**src/rtl/csr_cpuif_timeout_bridge.sv**
```systemverilog
// Single-outstanding CSR cpuif request buffer that converts unacknowledged accesses into error acks.
// Optional timeout status outputs are built when CSR_CPUIF_TIMEOUT_STATUS_EN is defined.
module csr_cpuif_timeout_bridge #(
  parameter int unsigned AddrWidth     = 32,
  parameter int unsigned DataWidth     = 32,
  parameter int unsigned TimeoutCycles = 256,
  parameter logic [31:0] TimeoutRdData = 32'hDEAD_C0DE
) (
  input  logic                 clk_i,
  input  logic                 rst_ni,
  input  logic                 u_req_i,
  input  logic                 u_req_is_wr_i,
  input  logic [AddrWidth-1:0] u_addr_i,
  input  logic [DataWidth-1:0] u_wr_data_i,
  input  logic [DataWidth-1:0] u_wr_biten_i,
  output logic                 u_req_stall_wr_o,
  output logic                 u_req_stall_rd_o,
  output logic                 u_rd_ack_o,
  output logic                 u_rd_err_o,
  output logic [DataWidth-1:0] u_rd_data_o,
  output logic                 u_wr_ack_o,
  output logic                 u_wr_err_o,
  output logic                 d_req_o,
  output logic                 d_req_is_wr_o,
  output logic [AddrWidth-1:0] d_addr_o,
  output logic [DataWidth-1:0] d_wr_data_o,
  output logic [DataWidth-1:0] d_wr_biten_o,
  input  logic                 d_req_stall_wr_i,
  input  logic                 d_req_stall_rd_i,
  input  logic                 d_rd_ack_i,
  input  logic                 d_rd_err_i,
  input  logic [DataWidth-1:0] d_rd_data_i,
  input  logic                 d_wr_ack_i,
`ifdef CSR_CPUIF_TIMEOUT_STATUS_EN
  output logic [7:0]           timeout_count_o,
  output logic [AddrWidth-1:0] timeout_addr_o,
  input  logic                 timeout_status_clr_i,
`endif
  input  logic                 d_wr_err_i
);

  typedef enum logic [1:0] {
    ST_IDLE  = 2'd0,
    ST_ISSUE = 2'd1,
    ST_WAIT  = 2'd2,
    ST_RESP  = 2'd3
  } state_e;

  localparam logic [DataWidth-1:0] TimeoutData = DataWidth'(TimeoutRdData);

  state_e               state_r, state_nxt_s;
  logic                 is_wr_r;
  logic [AddrWidth-1:0] addr_r;
  logic [DataWidth-1:0] wr_data_r, biten_r, rd_data_r;
  logic                 err_r;
  logic                 d_stall_s, d_ack_s, d_err_s;
  logic                 expire_s, ack_take_s, timeout_s;

  assign d_stall_s = is_wr_r ? d_req_stall_wr_i : d_req_stall_rd_i;
  assign d_ack_s   = is_wr_r ? d_wr_ack_i : d_rd_ack_i;
  assign d_err_s   = is_wr_r ? d_wr_err_i : d_rd_err_i;

  // The budget runs through stalled issue cycles too, so a stuck stall also times out.
  if (TimeoutCycles > 0) begin : g_timeout
    localparam int unsigned          CntWidth = $clog2(TimeoutCycles + 1);
    localparam logic [CntWidth-1:0] CntLast  = CntWidth'(TimeoutCycles - 1);
    localparam logic [CntWidth-1:0] CntOne   = CntWidth'(1);
    logic [CntWidth-1:0] cnt_r;

    // Cycle budget counter, restarted when a new access is captured.
    always_ff @(posedge clk_i or negedge rst_ni) begin
      if (!rst_ni) begin
        cnt_r <= {CntWidth{1'b0}};
      end else if (state_r == ST_IDLE && u_req_i) begin
        cnt_r <= {CntWidth{1'b0}};
      end else if (state_r == ST_ISSUE || state_r == ST_WAIT) begin
        cnt_r <= cnt_r + CntOne;
      end
    end

    assign expire_s = (state_r == ST_ISSUE || state_r == ST_WAIT) && (cnt_r == CntLast);
  end else begin : g_no_timeout
    assign expire_s = 1'b0;
  end

  // State register.
  always_ff @(posedge clk_i or negedge rst_ni) begin
    if (!rst_ni) begin
      state_r <= ST_IDLE;
    end else begin
      state_r <= state_nxt_s;
    end
  end

  // Next-state logic; a matching ack always beats expiry in the same cycle.
  always_comb begin
    state_nxt_s = state_r;
    ack_take_s  = 1'b0;
    timeout_s   = 1'b0;
    case (state_r)
      ST_IDLE: begin
        if (u_req_i) state_nxt_s = ST_ISSUE;
        else         state_nxt_s = ST_IDLE;
      end
      ST_ISSUE: begin
        if (!d_stall_s && d_ack_s) begin
          state_nxt_s = ST_RESP;
          ack_take_s  = 1'b1;
        end else if (expire_s) begin
          state_nxt_s = ST_RESP;
          timeout_s   = 1'b1;
        end else if (!d_stall_s) begin
          state_nxt_s = ST_WAIT;
        end else begin
          state_nxt_s = ST_ISSUE;
        end
      end
      ST_WAIT: begin
        if (d_ack_s) begin
          state_nxt_s = ST_RESP;
          ack_take_s  = 1'b1;
        end else if (expire_s) begin
          state_nxt_s = ST_RESP;
          timeout_s   = 1'b1;
        end else begin
          state_nxt_s = ST_WAIT;
        end
      end
      ST_RESP: state_nxt_s = ST_IDLE;
      default: state_nxt_s = ST_IDLE;
    endcase
  end

  // Request capture and response registers.
  always_ff @(posedge clk_i or negedge rst_ni) begin
    if (!rst_ni) begin
      is_wr_r   <= 1'b0;
      addr_r    <= {AddrWidth{1'b0}};
      wr_data_r <= {DataWidth{1'b0}};
      biten_r   <= {DataWidth{1'b0}};
      err_r     <= 1'b0;
      rd_data_r <= {DataWidth{1'b0}};
    end else begin
      if (state_r == ST_IDLE && u_req_i) begin
        is_wr_r   <= u_req_is_wr_i;
        addr_r    <= u_addr_i;
        wr_data_r <= u_wr_data_i;
        biten_r   <= u_wr_biten_i;
      end
      if (ack_take_s) begin
        err_r     <= d_err_s;
        rd_data_r <= is_wr_r ? {DataWidth{1'b0}} : d_rd_data_i;
      end else if (timeout_s) begin
        err_r     <= 1'b1;
        rd_data_r <= is_wr_r ? {DataWidth{1'b0}} : TimeoutData;
      end
    end
  end

  // Outputs decode only the state and capture registers, never the upstream inputs.
  always_comb begin
    d_req_o          = (state_r == ST_ISSUE);
    d_req_is_wr_o    = is_wr_r;
    d_addr_o         = addr_r;
    d_wr_data_o      = wr_data_r;
    d_wr_biten_o     = biten_r;
    u_req_stall_wr_o = (state_r != ST_IDLE);
    u_req_stall_rd_o = (state_r != ST_IDLE);
    if (state_r == ST_RESP && !is_wr_r) begin
      u_rd_ack_o  = 1'b1;
      u_rd_err_o  = err_r;
      u_rd_data_o = rd_data_r;
    end else begin
      u_rd_ack_o  = 1'b0;
      u_rd_err_o  = 1'b0;
      u_rd_data_o = {DataWidth{1'b0}};
    end
    if (state_r == ST_RESP && is_wr_r) begin
      u_wr_ack_o = 1'b1;
      u_wr_err_o = err_r;
    end else begin
      u_wr_ack_o = 1'b0;
      u_wr_err_o = 1'b0;
    end
  end

`ifdef CSR_CPUIF_TIMEOUT_STATUS_EN
  logic [7:0]           tmo_count_r;
  logic [AddrWidth-1:0] tmo_addr_r;

  // Timeout status: clear beats the count, but a coincident timeout still records its address.
  always_ff @(posedge clk_i or negedge rst_ni) begin
    if (!rst_ni) begin
      tmo_count_r <= 8'd0;
      tmo_addr_r  <= {AddrWidth{1'b0}};
    end else begin
      if (timeout_status_clr_i) begin
        tmo_count_r <= 8'd0;
      end else if (timeout_s && tmo_count_r != 8'hFF) begin
        tmo_count_r <= tmo_count_r + 8'd1;
      end
      if (timeout_s) begin
        tmo_addr_r <= addr_r;
      end else if (timeout_status_clr_i) begin
        tmo_addr_r <= {AddrWidth{1'b0}};
      end
    end
  end

  assign timeout_count_o = tmo_count_r;
  assign timeout_addr_o  = tmo_addr_r;
`endif

endmodule

```
**config.mk**
```make
export PLATFORM = sky130hd
export DESIGN_NAME = csr_cpuif_timeout_bridge
export DESIGN_NICKNAME = d
export VERILOG_FILES = /design/src/rtl/csr_cpuif_timeout_bridge.sv
export SDC_FILE = /design/constraint.sdc
export NUM_CORES = 1
export LEC_CHECK = 0
export ABC_CLOCK_PERIOD_IN_PS = 3250
export CORE_UTILIZATION = 35
export DETAILED_ROUTE_END_ITERATION = 8
export PLACE_DENSITY = 0.72
export REMOVE_ABC_BUFFERS = 1
export SETUP_SLACK_MARGIN = 0.3
export SLEW_MARGIN = 20
export SYNTH_ARGS = -nofsm -noshare
export SYNTH_HDL_FRONTEND = slang
export SYNTH_SLANG_ARGS = --single-unit
```
**constraint.sdc**
```tcl
create_clock -name clk_i -period 3.25 [get_ports clk_i]
set_input_delay 0.975 -clock clk_i [delete_from_list [all_inputs] [get_ports clk_i]]
set_output_delay 0.975 -clock clk_i [all_outputs]
set_load 0.03 [all_outputs]
```
======== After elaboration in Yosys (flattened, before gate mapping) ========
Cells that the tools add are included.
storage, ports and cells
  word-level logic and storage cells ...... 55
  bits of input ports ..................... 138
  bits in writable memories ............... 0
  flip-flop bits (word level) ............. 141
  memories ................................ 0
  bits in latches ......................... 0
  ROM bits ................................ 0
  output and inout port bits .............. 136
cells by class
  reductions and logical operators ........ 12
  shift operators ......................... 0
  multiplexer cells ....................... 30
  divide/modulo/power cells ............... 0
  add/sub/neg operators ................... 1
  equal/unequal tests ..................... 4
  bitwise logic cells ..................... 0
  multiply operators ...................... 0
  magnitude comparators ................... 0
operators by type and width
  cell                                           count
  2-to-1 mux 32 bit                              5
  2-to-1 mux 9 bit                               2
  2-to-1 mux 1 bit                               17
  adder 9 x 1 -> 9 bit, second input constant    1
  == test 9 x 8 -> 1 bit, second input constant  1
  case mux 2 bit (4 select lines)                1
  2-to-1 mux 2 bit                               3
  nonzero test 2 bit                             3
  logical AND 1 bit                              5
  == test 2 bit, second input constant           2
  case mux 1 bit (2 select lines)                2
  == test 2 x 1 -> 1 bit, second input constant  1
  logical NOT 1 bit                              2
  logical NOT 2 bit                              1
  logical OR 1 bit                               1

======== Depth between registers and ports, before layout ========
  depth in word-level cells ............... 8
  gate-level depth with buffers ........... 9

======== Least setup slack after synthesis ========
OpenSTA, ideal clock, no wires.
  path kind ............................... register to output
  start ................................... reg is_wr_r, in the netlist d_req_is_wr_o
  end ..................................... out u_rd_data_o[22]
  cell stages (with the launch flop) ...... 5
  buffers on the path ..................... 2
  path slack .............................. 0.548 ns
  data arrival time ....................... 1.727 ns
  data required time ...................... 2.275 ns
  cell sequence ........................... dfrtp_1 > buf_6 > nor2b_1 > clkbuf_1 > and2_1
on the way
  cells in the longest elaborated chain, start to end .. 3
ends and longest elaborated chain
  element                 line  RTL
  from (decl)             52    logic is_wr_r;
  from (signal assigned)  145   is_wr_r <= u_req_is_wr_i;
  logical NOT 1 bit       169   if (state_r == ST_RESP && !is_wr_r) begin
  logical AND 1 bit       169
  2-to-1 mux 32 bit       169
  to (decl)               20    output logic [DataWidth-1:0] u_rd_data_o,
Every way passes these cells.

==> metrics.cfg <==
[clock_network]
cts_buffer_depth=2
post_cts_buffers=0
htreeDepth=4
root_buffer=clkbuf_16
cts_tree=built
clock_latency_ns=0.41
cts.clk_slew.worst_paths_ns=0.06
hold_buffers=0
clock-sinks=141
cts-resized-gates=0
cts_buffers=17

[grt]
grt_max_degree=64
antenna_found_initial=0
grt_use_total=0.186
first_global_vias=4796
grt_pass1_wl_um=25200
grt_remaining_overflow=0

[synth]
syn_area_per_cell_um2=13.5
synth.distinct_cells=30
ys_warn_count=0
synthFlopType=dfrtp_1
synth_cells=433
synthesis.area_um2=5860
synth-seq-area-share=0.602
ys_ff_latch=141
synthArstFlopShare=1.00
synth_edf_count=0

[worst_hold_path]
hold_path.class=reg -> reg
whs_path_depth=2
min_from=rd_data_r[18]
worstHoldEndpoint=rd_data_r[18]

[critical_path]
cp-start-kind=flip-flop
slowest_stage=clkdlybuf4s50_1
crit_chain=inv_1 -> ha_1 -> clkdlybuf4s50_1
arrival_ns=1.87
r2r_slack_ns=0.77
ff2ff_path_depth=6
reg2reg_to=rd_data_r[29]
critPathRequiredTime_ns=2.27
worst-path-max-fanout=4
r2r-start=state_r[0]
criticalPathCategory=reg -> out
cpPeakStageDelay_ns=0.70
worstSetupEndpointType=primary output

[drt]
postRouteAntennaNets=0
routedWlPerCell_um=16.6
vias=4429
drtIter0Drc=143
dr.pass1.iters=4
avgViaCountPerCell=4.74
route.detailed.drc=0
drt_wl_total_um=15500

[timing]
period_minus_slack_ns=2.85
clock_skew_ns=0.00806
min_period_over_period=0.876
drv_slew=0
rsz0062_at_grt=no
setup_viol=0
tns_ns=0
max_freq_ghz=0.351
relSlewSlack=0.383
hold_viol=0
tightest_slew_ns=0.923

[power_and_ir_drop]
ir_worst_vdd_v=0.000593
cellPowerDensity_nw_per_um2=1040
power_mw=9.72
clkPwrFrac=0.202
p_sw_mw=3.71
seqPwrFrac=0.316
switching_share=0.382
p_int_mw=6.00
leakage_nw=4.03
combPwrFrac=0.481

[die]
coreArea_um2=16100
dieHeight_um=131
die_area_um2=17300
die_w_um=131
rows=46
floorplan.initialDensity=0.364
io_pins=274

[final_layout]
area_growth_pct=59.7
fin_nets=851
fillers=1276
drive_gt1_frac=0.245
seq_area_um2=3530
n_antenna_cell=0
multi_input_area_um2=2140
postLayoutCellArea_um2=9360
final_cell_mix=236 x clkdlybuf4s50_1, 141 x dfrtp_1, 97 x mux2_2
layout_commonest_cell=clkdlybuf4s50_1

[flow_run]
drv_cap=0

[place]
gp_congestion=0.802
hpwl_um=11400
port_buffers=273
placed_area_um2=8750

[outcome]
status=finished clean

## how the worst max path moves through the flow
stage / to / cells after the start / slack [ns]
global route: u_rd_data_o[14] / 5 / 0.31
global placement: rd_data_r[12] / 5 / 0.55
detailed placement: rd_data_r[17] / 5 / 0.41
floorplan: d_addr_o[0] / 2 / -0.68
CTS: u_req_stall_wr_o / 4 / 0.35
finish: d_req_o / 3 / 0.40
## per-layer routing
layer | vias to the layer above | share of wire | global-route usage | routed length [µm]
met5 | - | 0 | 0 | 0
met4 | 0 | 0.014 | 0.0659 | 225
met3 | 16 | 0.11 | 0.0880 | 1720
met2 | 209 | 0.49 | 0.312 | 7620
met1 | 2155 | 0.38 | 0.205 | 5980
li1 | 2049 | - | - | -
## area by class of cell
class / instances / share of cell area
Timing Repair Buffer: 282 / 0.299
Clock inverter: 12 / 0.0175
Sequential cell: 141 / 0.377
Multi-Input combinational cell: 258 / 0.228
Inverter: 6 / 0.00241
Tap cell: 216 / 0.0289
Clock buffer: 20 / 0.0467
## critical path, delay by kind of cell (launching register included)
kind	cells	cell delay, ns
buf+inv	2	0.83
fa+ha+maj	1	0.23
flops	1	0.40
## logic make-up (layout without fill, tap and decap cells)
| kind of cell | count (synthesis) | count (layout) | synth area share |
|---|---|---|---|
| DFF | 141 | 141 | 0.602 |
| muxes | 101 | 101 | 0.196 |
| and+or+nand+nor | 99 | 99 | 0.0833 |
| AOI/OAI and AO/OA | 46 | 46 | 0.0626 |
| buffers and inverters | 34 | 320 | 0.0335 |
| adders and majority gates | 7 | 7 | 0.0149 |
| xor gates and xnor gates | 5 | 5 | 0.00747 |
## stage by stage
step                      setup slack, ns  utilization  std cells  hold WS [ns]
final                               0.404        0.581        935         0.472
after floorplan                    -0.680            -        405         0.440
after CTS                           0.349        0.580        935         0.472
after global routing                0.312        0.581        935         0.498
after detailed placement            0.412        0.543        903         0.458
after global placement              0.549        0.543        903         0.451
## sequential cells by signal, summed over array words and instances (netlist names), named ones only
register and cells:
d_wr_data_o 32, state_r 1, g_timeout.cnt_r 9, err_r 1
d_wr_biten_o 32, rd_data_r 32, d_addr_o 32, d_req_is_wr_o 1
## cell usage after synthesis (all sizes together), types with 2 or more instances
| master | number | area share |
|---|---|---|
| dfrtp | 141 | 0.60 |
| mux2 | 98 | 0.19 |
| and2 | 36 | 0.038 |
| nor2 | 29 | 0.019 |
| buf | 23 | 0.026 |
| nand2 | 23 | 0.015 |
| o31ai | 19 | 0.024 |
| a22o | 14 | 0.021 |
| ha | 7 | 0.015 |
| inv | 6 | 0.0038 |
| clkbuf | 5 | 0.0032 |
| o21ai | 5 | 0.0043 |
| xor2 | 4 | 0.0060 |
| a21oi | 3 | 0.0026 |
| mux2i | 3 | 0.0073 |
| nand4 | 3 | 0.0032 |
| a211oi | 2 | 0.0026 |
| and3 | 2 | 0.0021 |
| nor2b | 2 | 0.0021 |
| or3 | 2 | 0.0021 |
## power by group through the flow
stage	combinational [mW]	sequential [mW]	clock [mW]
5_1_grt	4.94	3.18	2.10
3_3_place_gp	4.62	3.05	0
6_report	4.68	3.07	1.97
2_1_floorplan	1.49	4.29	0
4_1_cts	4.73	3.08	2.01
3_5_place_dp	4.72	3.10	0
Note: power is estimated with default switching activity, not from simulation.
